**src/rtl/button_event_decoder_pkg.sv**
```systemverilog
// Shared types for the button event decoder: FSM state and the output event bundle.
package button_event_decoder_pkg;

    typedef enum logic [1:0] {
        IDLE,
        DOWN,
        LONG
    } btn_state_e;

    typedef struct packed {
        logic press;
        logic rel;
        logic long_press;
        logic rpt;
        logic dclick;
    } btn_events_t;

endpackage

```
**src/rtl/button_event_decoder_sat_counter.sv**
```systemverilog
// Unsigned counter with synchronous clear and enable that holds at all-ones instead of wrapping.
module sat_counter #(
    parameter int unsigned           COUNTER_WIDTH = 16,
    parameter logic [COUNTER_WIDTH-1:0] RESET_VALUE = '0
) (
    input  logic                     clk,
    input  logic                     rst_n,
    input  logic                     clr,
    input  logic                     en,
    output logic [COUNTER_WIDTH-1:0] count
);

    always_ff @(posedge clk or negedge rst_n) begin
        if (!rst_n) begin
            count <= RESET_VALUE;
        end else if (clr) begin
            count <= '0;
        end else if (en && (count != '1)) begin
            count <= count + 1'b1;
        end
    end

endmodule

```
**src/rtl/button_event_decoder.sv**
```systemverilog
// Converts a debounced key level into single-cycle Press/Release/LongPress/Repeat/DoubleClick
// pulses plus a Held level.
module button_event_decoder
    import button_event_decoder_pkg::*;
#(
    parameter int unsigned COUNTER_WIDTH       = 16,
    parameter int unsigned LONG_PRESS_CYCLES   = 50000,
    parameter int unsigned REPEAT_CYCLES       = 10000,
    parameter int unsigned DOUBLE_CLICK_CYCLES = 20000
) (
    input  logic Clk,
    input  logic Rst_n,
    input  logic Input,
    output logic Press,
    output logic Release,
    output logic LongPress,
    output logic Repeat,
    output logic DoubleClick,
    output logic Held
);

    localparam longint unsigned CNT_MAX = (64'd1 << COUNTER_WIDTH) - 64'd1;

    if (COUNTER_WIDTH < 1 || COUNTER_WIDTH > 32) begin : g_bad_width
        $fatal(1, "COUNTER_WIDTH must be in 1..32");
    end
    if (LONG_PRESS_CYCLES < 1 || 64'(LONG_PRESS_CYCLES) > CNT_MAX) begin : g_bad_long
        $fatal(1, "LONG_PRESS_CYCLES out of range for COUNTER_WIDTH");
    end
    if (64'(REPEAT_CYCLES) > CNT_MAX) begin : g_bad_repeat
        $fatal(1, "REPEAT_CYCLES out of range for COUNTER_WIDTH");
    end
    if (64'(DOUBLE_CLICK_CYCLES) > CNT_MAX) begin : g_bad_dclick
        $fatal(1, "DOUBLE_CLICK_CYCLES out of range for COUNTER_WIDTH");
    end

    localparam logic [COUNTER_WIDTH-1:0] LONG_LAST  = COUNTER_WIDTH'(LONG_PRESS_CYCLES - 1);
    localparam logic [COUNTER_WIDTH-1:0] REP_LAST   =
        COUNTER_WIDTH'((REPEAT_CYCLES == 0) ? 0 : REPEAT_CYCLES - 1);
    localparam logic [COUNTER_WIDTH-1:0] DCLICK_LIM = COUNTER_WIDTH'(DOUBLE_CLICK_CYCLES);

    btn_state_e               state;
    btn_events_t              ev;
    logic                     in_prev;
    logic                     held;
    logic                     short_flag;
    logic                     dc_press;
    logic [COUNTER_WIDTH-1:0] hold_cnt;
    logic [COUNTER_WIDTH-1:0] gap_cnt;
    logic                     rise, fall;
    logic                     long_hit, rep_hit, dc_ok;
    logic                     hold_clr, hold_en, gap_clr, gap_en;

    always_comb begin
        rise     = Input & ~in_prev;
        fall     = ~Input & in_prev;
        long_hit = (hold_cnt == LONG_LAST);
        rep_hit  = (REPEAT_CYCLES != 0) && (hold_cnt == REP_LAST);
        dc_ok    = (DOUBLE_CLICK_CYCLES != 0) && short_flag && (gap_cnt < DCLICK_LIM);
        hold_clr = 1'b0;
        hold_en  = 1'b0;
        gap_clr  = 1'b0;
        gap_en   = 1'b0;
        unique case (state)
            IDLE: begin
                hold_clr = rise;
                gap_en   = ~rise;
            end
            DOWN: begin
                gap_clr  = fall;
                hold_clr = ~fall & long_hit;
                hold_en  = ~fall & ~long_hit;
            end
            LONG: begin
                gap_clr  = fall;
                hold_clr = ~fall & rep_hit;
                hold_en  = ~fall & ~rep_hit;
            end
            default: ;
        endcase
    end

    sat_counter #(
        .COUNTER_WIDTH(COUNTER_WIDTH),
        .RESET_VALUE  ('0)
    ) u_hold_cnt (
        .clk  (Clk),
        .rst_n(Rst_n),
        .clr  (hold_clr),
        .en   (hold_en),
        .count(hold_cnt)
    );

    sat_counter #(
        .COUNTER_WIDTH(COUNTER_WIDTH),
        .RESET_VALUE  ('1)
    ) u_gap_cnt (
        .clk  (Clk),
        .rst_n(Rst_n),
        .clr  (gap_clr),
        .en   (gap_en),
        .count(gap_cnt)
    );

    // dc_press keeps the release of a double-click press from re-arming another double-click.
    always_ff @(posedge Clk or negedge Rst_n) begin
        if (!Rst_n) begin
            state      <= IDLE;
            in_prev    <= 1'b0;
            held       <= 1'b0;
            short_flag <= 1'b0;
            dc_press   <= 1'b0;
            ev         <= '0;
        end else begin
            in_prev <= Input;
            ev      <= '0;
            unique case (state)
                IDLE: begin
                    if (rise) begin
                        state      <= DOWN;
                        held       <= 1'b1;
                        ev.press   <= 1'b1;
                        ev.dclick  <= dc_ok;
                        dc_press   <= dc_ok;
                        short_flag <= 1'b0;
                    end
                end
                DOWN: begin
                    if (fall) begin
                        state      <= IDLE;
                        held       <= 1'b0;
                        ev.rel     <= 1'b1;
                        short_flag <= ~dc_press;
                    end else if (long_hit) begin
                        state         <= LONG;
                        ev.long_press <= 1'b1;
                    end
                end
                LONG: begin
                    if (fall) begin
                        state      <= IDLE;
                        held       <= 1'b0;
                        ev.rel     <= 1'b1;
                        short_flag <= 1'b0;
                    end else if (rep_hit) begin
                        ev.rpt <= 1'b1;
                    end
                end
                default: begin
                    state <= IDLE;
                    held  <= 1'b0;
                end
            endcase
        end
    end

    assign Press       = ev.press;
    assign Release     = ev.rel;
    assign LongPress   = ev.long_press;
    assign Repeat      = ev.rpt;
    assign DoubleClick = ev.dclick;
    assign Held        = held;

endmodule
```
**config.mk**
```make
export PLATFORM = sky130hd
export DESIGN_NAME = button_event_decoder
export DESIGN_NICKNAME = d
export VERILOG_FILES = /design/src/rtl/button_event_decoder_pkg.sv /design/src/rtl/button_event_decoder_sat_counter.sv /design/src/rtl/button_event_decoder.sv
export SDC_FILE = /design/constraint.sdc
export NUM_CORES = 1
export LEC_CHECK = 0
export ABC_CLOCK_PERIOD_IN_PS = 2500
export CORE_UTILIZATION = 35
export DETAILED_ROUTE_END_ITERATION = 16
export PLACE_DENSITY = 0.47
export SYNTH_ARGS = -nofsm -noshare
export SYNTH_HDL_FRONTEND = slang
export SYNTH_SLANG_ARGS = --single-unit
```
**constraint.sdc**
```tcl
create_clock -name Clk -period 2.5 [get_ports Clk]
set_input_delay 0.25 -clock Clk [delete_from_list [all_inputs] [get_ports Clk]]
set_output_delay 0.25 -clock Clk [all_outputs]
set_load 0.1 [all_outputs]
```
## After elaboration in Yosys (flattened, before gate mapping)

Index checks and enable logic that the tools add are counted.

| word-level totals | value |
|---|---|
| register bits after elaboration | 43 |
| input bits | 3 |
| output and inout port bits | 6 |
| word-level logic and storage cells | 82 |

| operators by class | value |
|---|---|
| add/subtract/negate cells | 2 |
| magnitude comparators | 1 |
| equality and inequality tests | 11 |
| mux-type cells | 31 |
| bitwise logic cells | 13 |
| reduce and logical (&&, ||, !) cells | 12 |

Operators with widths:

| cell | count |
|---|---|
| $mux 16 | 4 |
| $add 16x1->16 const B | 2 |
| $ne 16x16->1 const B | 2 |
| $mux 1 | 18 |
| $eq 16x14->1 const B | 1 |
| $eq 16x16->1 const B | 1 |
| $lt 16x15->1 const B | 1 |
| $mux 2 | 4 |
| $not 1->1 | 7 |
| $and 1x1->1 | 6 |
| $ne 2x2->1 const B | 3 |
| $pmux 1 s3 | 2 |
| $pmux 2 s3 | 1 |
| $pmux 1 s2 | 2 |
| $reduce_and 2->1 | 2 |
| $reduce_and 4->1 | 1 |
| $reduce_bool 2->1 | 2 |
| $logic_and 1x1->1 | 3 |
| $ne 3x3->1 const B | 1 |
| $reduce_and 3->1 | 1 |
| $reduce_bool 3->1 | 1 |
| $eq 2x1->1 const B | 1 |
| $eq 2x2->1 const B | 1 |
| $logic_not 2->1 | 1 |
| 2 further kinds | 2 |

## Logic depth before layout (Yosys ltp)

| logic depth | value |
|---|---|
| depth after elaboration | 8 |
| depth in mapped cells | 8 |
| depth with buffers taken out | 7 |

## By module

From an unflattened synthesis, not the netlist that was laid out.

| unflattened totals | value |
|---|---|
| cell total of the unflattened synthesis | 260 |
| area, all modules | 2555.0 um2 |

Modules (own cells, without submodules):

| module | times used | cells each | area an instance (um2) | sequential area each (um2) |
|---|---|---|---|---|
| sat_counter (u_gap_cnt) | 1 | 98 | 962.2 | 420.4 |
| sat_counter (u_hold_cnt) | 1 | 98 | 942.2 | 400.4 |
| button_event_decoder | 1 | 64 | 650.6 | 275.3 |

## Least setup slack after synthesis

Ideal clock, no wire load.

| timing | value |
|---|---|
| kind | register to register |
| start point | reg u_hold_cnt.count[12] |
| end point | reg state[0] |
| setup time | 125 ps |
| arrival time | 1953 ps |
| data required time | 2375 ps |
| slack | 421 ps |
| cell stages (with the launch flop) | 6 |
| path buffers | 0 |
| clock period less this slack | 2079 ps |
| cell sequence | dfrtp_1 or4_4 or4_4 nor3_4 o21ai_2 mux2_4 |

| on the way | value |
|---|---|
| longest elaborated chain between the ends | 3 |

RTL lines:

| element | line | RTL |
|---|---|---|
| from (decl) | button_event_decoder_sat_counter.sv:10 | `output logic [COUNTER_WIDTH-1:0] count` |
| from (signal assigned) | button_event_decoder_sat_counter.sv:19 | `count <= count + 1'b1;` |
| $eq 16x16->1 | button_event_decoder.sv:57 | `long_hit = (hold_cnt == LONG_LAST);` |
| $ne 3x3->1 (no line) | - |  |
| $reduce_and 3->1 (no line) | - |  |
| to (signal assigned) | button_event_decoder.sv:108 | `state <= IDLE;` |
| to (signal assigned) | button_event_decoder.sv:120 | `state <= DOWN;` |
| to (signal assigned) | button_event_decoder.sv:130 | `state <= IDLE;` |
| to (decl) | button_event_decoder.sv:42 | `btn_state_e state;` |

Every way passes these cells.
A chain may end at the register's enable or synchronous reset.

## Final worst setup path

| timing | value |
|---|---|
| start point | reg u_hold_cnt.count[11] |
| end point | reg u_hold_cnt.count[3] |

| on the way | value |
|---|---|
| longest elaborated chain between the ends | 6 |
| elaborated cells between the ends (all ways) | 14 |
| those cells by class | eq/ne: 3; mux: 3; bitwise: 6; reduce/logical: 2 |

RTL lines:

| element | line | RTL |
|---|---|---|
| $eq 16x14->1 / $eq 16x16->1 (equally long branches) | button_event_decoder.sv:58, button_event_decoder.sv:57 |  |
| $not 1->1 (on tied branches) | button_event_decoder.sv:77, button_event_decoder.sv:72 |  |
| $and 1x1->1 (on tied branches) | button_event_decoder.sv:77, button_event_decoder.sv:72 |  |
| $pmux 1 s2 | button_event_decoder.sv:64 | `unique case (state)` |
| $logic_and 1x1->1 | button_event_decoder_sat_counter.sv:18 | `end else if (en && (count != '1)) begin` |
| $reduce_bool 2->1 (no line) | - |  |

Parallel ways exist; a longest one is shown, timed or not.

==> out/qor.yml <==
outcome:
  status: "completed"
timing:
  fin_crit_ns: 2.16
  fin_setup_tns_ns: 0
  fmax_ghz: 0.463
  final-setup-viol-count: 0
  hold_viol: 0
  slew_viol_final: 0
  fin_skew_ns: 0.00370
  slew_headroom_pct: 62.0
  tightest_slew_ns: 0.556
  fin_crit_sh_pct: 86.4
  rsz0062_at_grt: "no"
drt:
  vias_per_cell: 5.31
  dr.first_iter.drc_count: 122
  drc_errors: 0
  vias: 1820
  first_pass_iters: 4
  ant_nets: 0
  wl_per_cell_um: 14.8
  drt-total-wl_um: 5090
placed_design:
  finalWeightedCongestion: 0.778
  dp_hpwl_um: 3780
  io_buffer_count: 8
power_and_ir_drop:
  clkPwrFrac_pct: 25.1
  pwr-share-seq_pct: 46.6
  net-switching-power_mw: 0.679
  ir_worst_vdd_mv: 0.354
  p_leak_nw: 1.08
  switching_share_pct: 34.8
  p_int_mw: 1.27
  p_per_area_mw_per_mm2: 724
  combPwrFrac_pct: 28.3
worst_setup_path:
  cp-end-kind: "flip-flop"
  slowest_stage: "or4_4"
  r2r-start: "u_hold_cnt.count[11]"
  required_ns: 2.67
  cpPeakStageDelay_ns: 0.53
  cp_max_fo: 13
  r2r-end: "u_hold_cnt.count[3]"
  cp-start-kind: "flip-flop"
  reg2reg_depth: 6
  crit_type: "flip-flop to flip-flop"
  crit_arrival_ns: 2.33
  cp_cell_sequence: "or4_4 > nor4_1 > o211ai_1 > a21oi_2 > buf_12 > a211oi_1"
  rrSetupSlack_ns: 0.34
clocking:
  htreeDepth: 2
  numCtsBuffers: 5
  clock_sinks: 43
  clk_pin_slew_ns: 0.08
  cts_tree: "yes"
  clock_path_buffers: 2
  cts-root-buf: "clkbuf_8"
  clock_latency_ns: 0.30
floorplan:
  die_y_um: 84.2
  die_w_um: 84.2
  io_pins: 9
  core_area_mm2: 0.00642
  die-area_mm2: 0.00708
  start_util_pct: 36.8
  fp-row-count: 29
cells_and_area:
  fillers: 629
  syn_to_final_growth_pct: 14.1
  utilization_pct: 42.0
  final_nets: 274
  antennaDiodeCount: 0
  final_common_cell: "nor2_1"
  final_cell_mix: "32 x nor2_1, 27 x dfrtp_1, 20 x xnor2_1"
  layout-drive-gt1-share_pct: 20.3
synth:
  synth_nets: 253
  synth_cells: 244
  ys_types: 46
  synthFlopType: "dfrtp_1"
  synth_async_sr_flop_share_pct: 100
  synth_enable_flop_cells: 0
  synth_area_leaders: "dfrtp_1 29%, dfstp_2 18%, xnor2_1 7.4%, nor2_1 5.1%, ha_1 3.2%"
  yosysTopAreaCell: "dfrtp_1"
  syn_avg_cell_area_um2: 9.68
  yosys.area.top_type_share_pct: 28.6
  ys_seq_elements: 43
  yosysWarnings: 0
  syn_area_mm2: 0.00236
  yosysSeqAreaShare_pct: 46.4
grt:
  grt_pass1_wl_um: 8760
  grt_pass1_vias: 1836
  grtUsageTotal_pct: 15.8
  overflow: 0
  antenna_found_initial: 0
  grt_max_degree: 21
job:
  maxCapViolations: 0
min_path:
  hold_class: "input port to asynchronous set/reset pin"
[flip-flops by register name, summed over array words and instances, names as in the netlist]
| name | flops |
|---|---|
| Repeat | 1 |
| LongPress | 1 |
| Press | 1 |
| dc_press | 1 |
| DoubleClick | 1 |
| Release | 1 |
| short_flag | 1 |
| u_gap_cnt.count | 16 |
| u_hold_cnt.count | 16 |
| state | 2 |
| Held | 1 |
| in_prev | 1 |
[layer usage]
| metal | track usage (%) | vias to the layer above | part of all wire, % |
|---|---|---|---|
| met4 | 6.11 | 0 | 1.6 |
| li1 | - | 931 | - |
| met1 | 18.9 | 866 | 46 |
| met2 | 28.0 | 15 | 51 |
| met3 | 2.95 | 8 | 1.8 |
| met5 | 0 | - | 0 |
[how the worst max path moves through the flow]
| stage | startpoint | endpoint | slack (ns) | cells after the start |
|---|---|---|---|---|
| 6_report | u_hold_cnt.count[11] | u_hold_cnt.count[3] | 0.34 | 6 |
| 5_1_grt | u_hold_cnt.count[11] | u_hold_cnt.count[3] | 0.22 | 6 |
| 4_1_cts | u_hold_cnt.count[11] | u_hold_cnt.count[3] | 0.35 | 6 |
| 3_5_place_dp | Input | u_hold_cnt.count[12] | 0.36 | 6 |
| 3_3_place_gp | Input | u_hold_cnt.count[12] | 0.36 | 6 |
| 2_1_floorplan | u_hold_cnt.count[12] | state[0] | 0.42 | 5 |
[power groups by stage]
| stage | Clock, mW | Sequential, mW | Combinational [mW] |
|---|---|---|---|
| detailed placement | 0 | 0.917 | 0.560 |
| global placement | 0 | 0.920 | 0.551 |
| floorplan | 0 | 0.989 | 0.334 |
| global route | 0.533 | 0.925 | 0.626 |
| CTS | 0.516 | 0.908 | 0.560 |
| finish | 0.491 | 0.909 | 0.552 |
[cell type report]
type | instances | area [µm²] | area share (%)
Clock buffer | 8 | 100 | 3.71
Inverter | 6 | 22.5 | 0.836
Multi-Input combinational cell | 189 | 1210 | 45.1
Sequential cell | 43 | 1100 | 40.7
Tap cell | 77 | 96.3 | 3.57
Timing Repair Buffer | 20 | 165 | 6.13
[worst max-delay path, delay by kind of cell, from the launching register on]
| family | cells | cell delay, ns |
|---|---|---|
| simple gates | 2 | 0.87 |
| compound gates | 3 | 0.55 |
| flops | 1 | 0.43 |
| buf+inv | 1 | 0.18 |
[timing repair]
action	4_1_cts	5_1_grt
hold buffers	1	0
resized for setup	0	0
setup buffers	0	0
hold endpoints to repair	2	0
[kinds of logic (layout without fill, tap and decap cells)]
| kind of cell | after synthesis | after routing | share of synthesized area (%) |
|---|---|---|---|
| buffers and inverters | 12 | 34 | 2.17 |
| AND/OR/NAND/NOR | 123 | 123 | 29.1 |
| multiplexers | 5 | 5 | 2.49 |
| adder cells (fa/ha/maj) | 6 | 6 | 3.18 |
| AO/OA/AOI/OAI | 35 | 35 | 9.22 |
| XOR/XNOR | 20 | 20 | 7.42 |
| flip-flops | 43 | 43 | 46.4 |
[through the flow]
| step | area (µm²) | cells | setup WS [ns] | hold WS, ns | power, mW |
|---|---|---|---|---|---|
| finish | 2700 | 343 | 0.339 | 0.415 | 1.95 |
| global route | 2700 | 343 | 0.222 | 0.454 | 2.08 |
| CTS | 2700 | 343 | 0.349 | 0.425 | 1.98 |
| detailed placement | 2580 | 334 | 0.361 | 0.221 | 1.48 |
| global placement | 2580 | 334 | 0.360 | 0.223 | 1.47 |
| floorplan | 2360 | 244 | 0.421 | -0.0456 | 1.32 |
[cell usage after synthesis, drive strengths merged, types with 2 or more instances]
| master | instances |
|---|---|
| and3 | 5 |
| nor2 | 32 |
| xnor2 | 20 |
| ha | 6 |
| o21ai | 10 |
| or4 | 2 |
| nor4 | 11 |
| and2 | 3 |
| nor4b | 5 |
| a21oi | 12 |
| inv | 6 |
| a31oi | 2 |
| or3 | 3 |
| mux2 | 4 |
| dfrtp | 27 |
| nand2 | 13 |
| and4 | 4 |
| a211oi | 3 |
| buf | 3 |
| nand3 | 11 |
| clkbuf | 3 |
| nand4 | 10 |
| or3b | 2 |
| nand2b | 3 |
| nor2b | 4 |
| nor3 | 11 |
| dfstp | 16 |
| nor3b | 2 |
No activity file was read; power rests on OpenSTA's default activity.
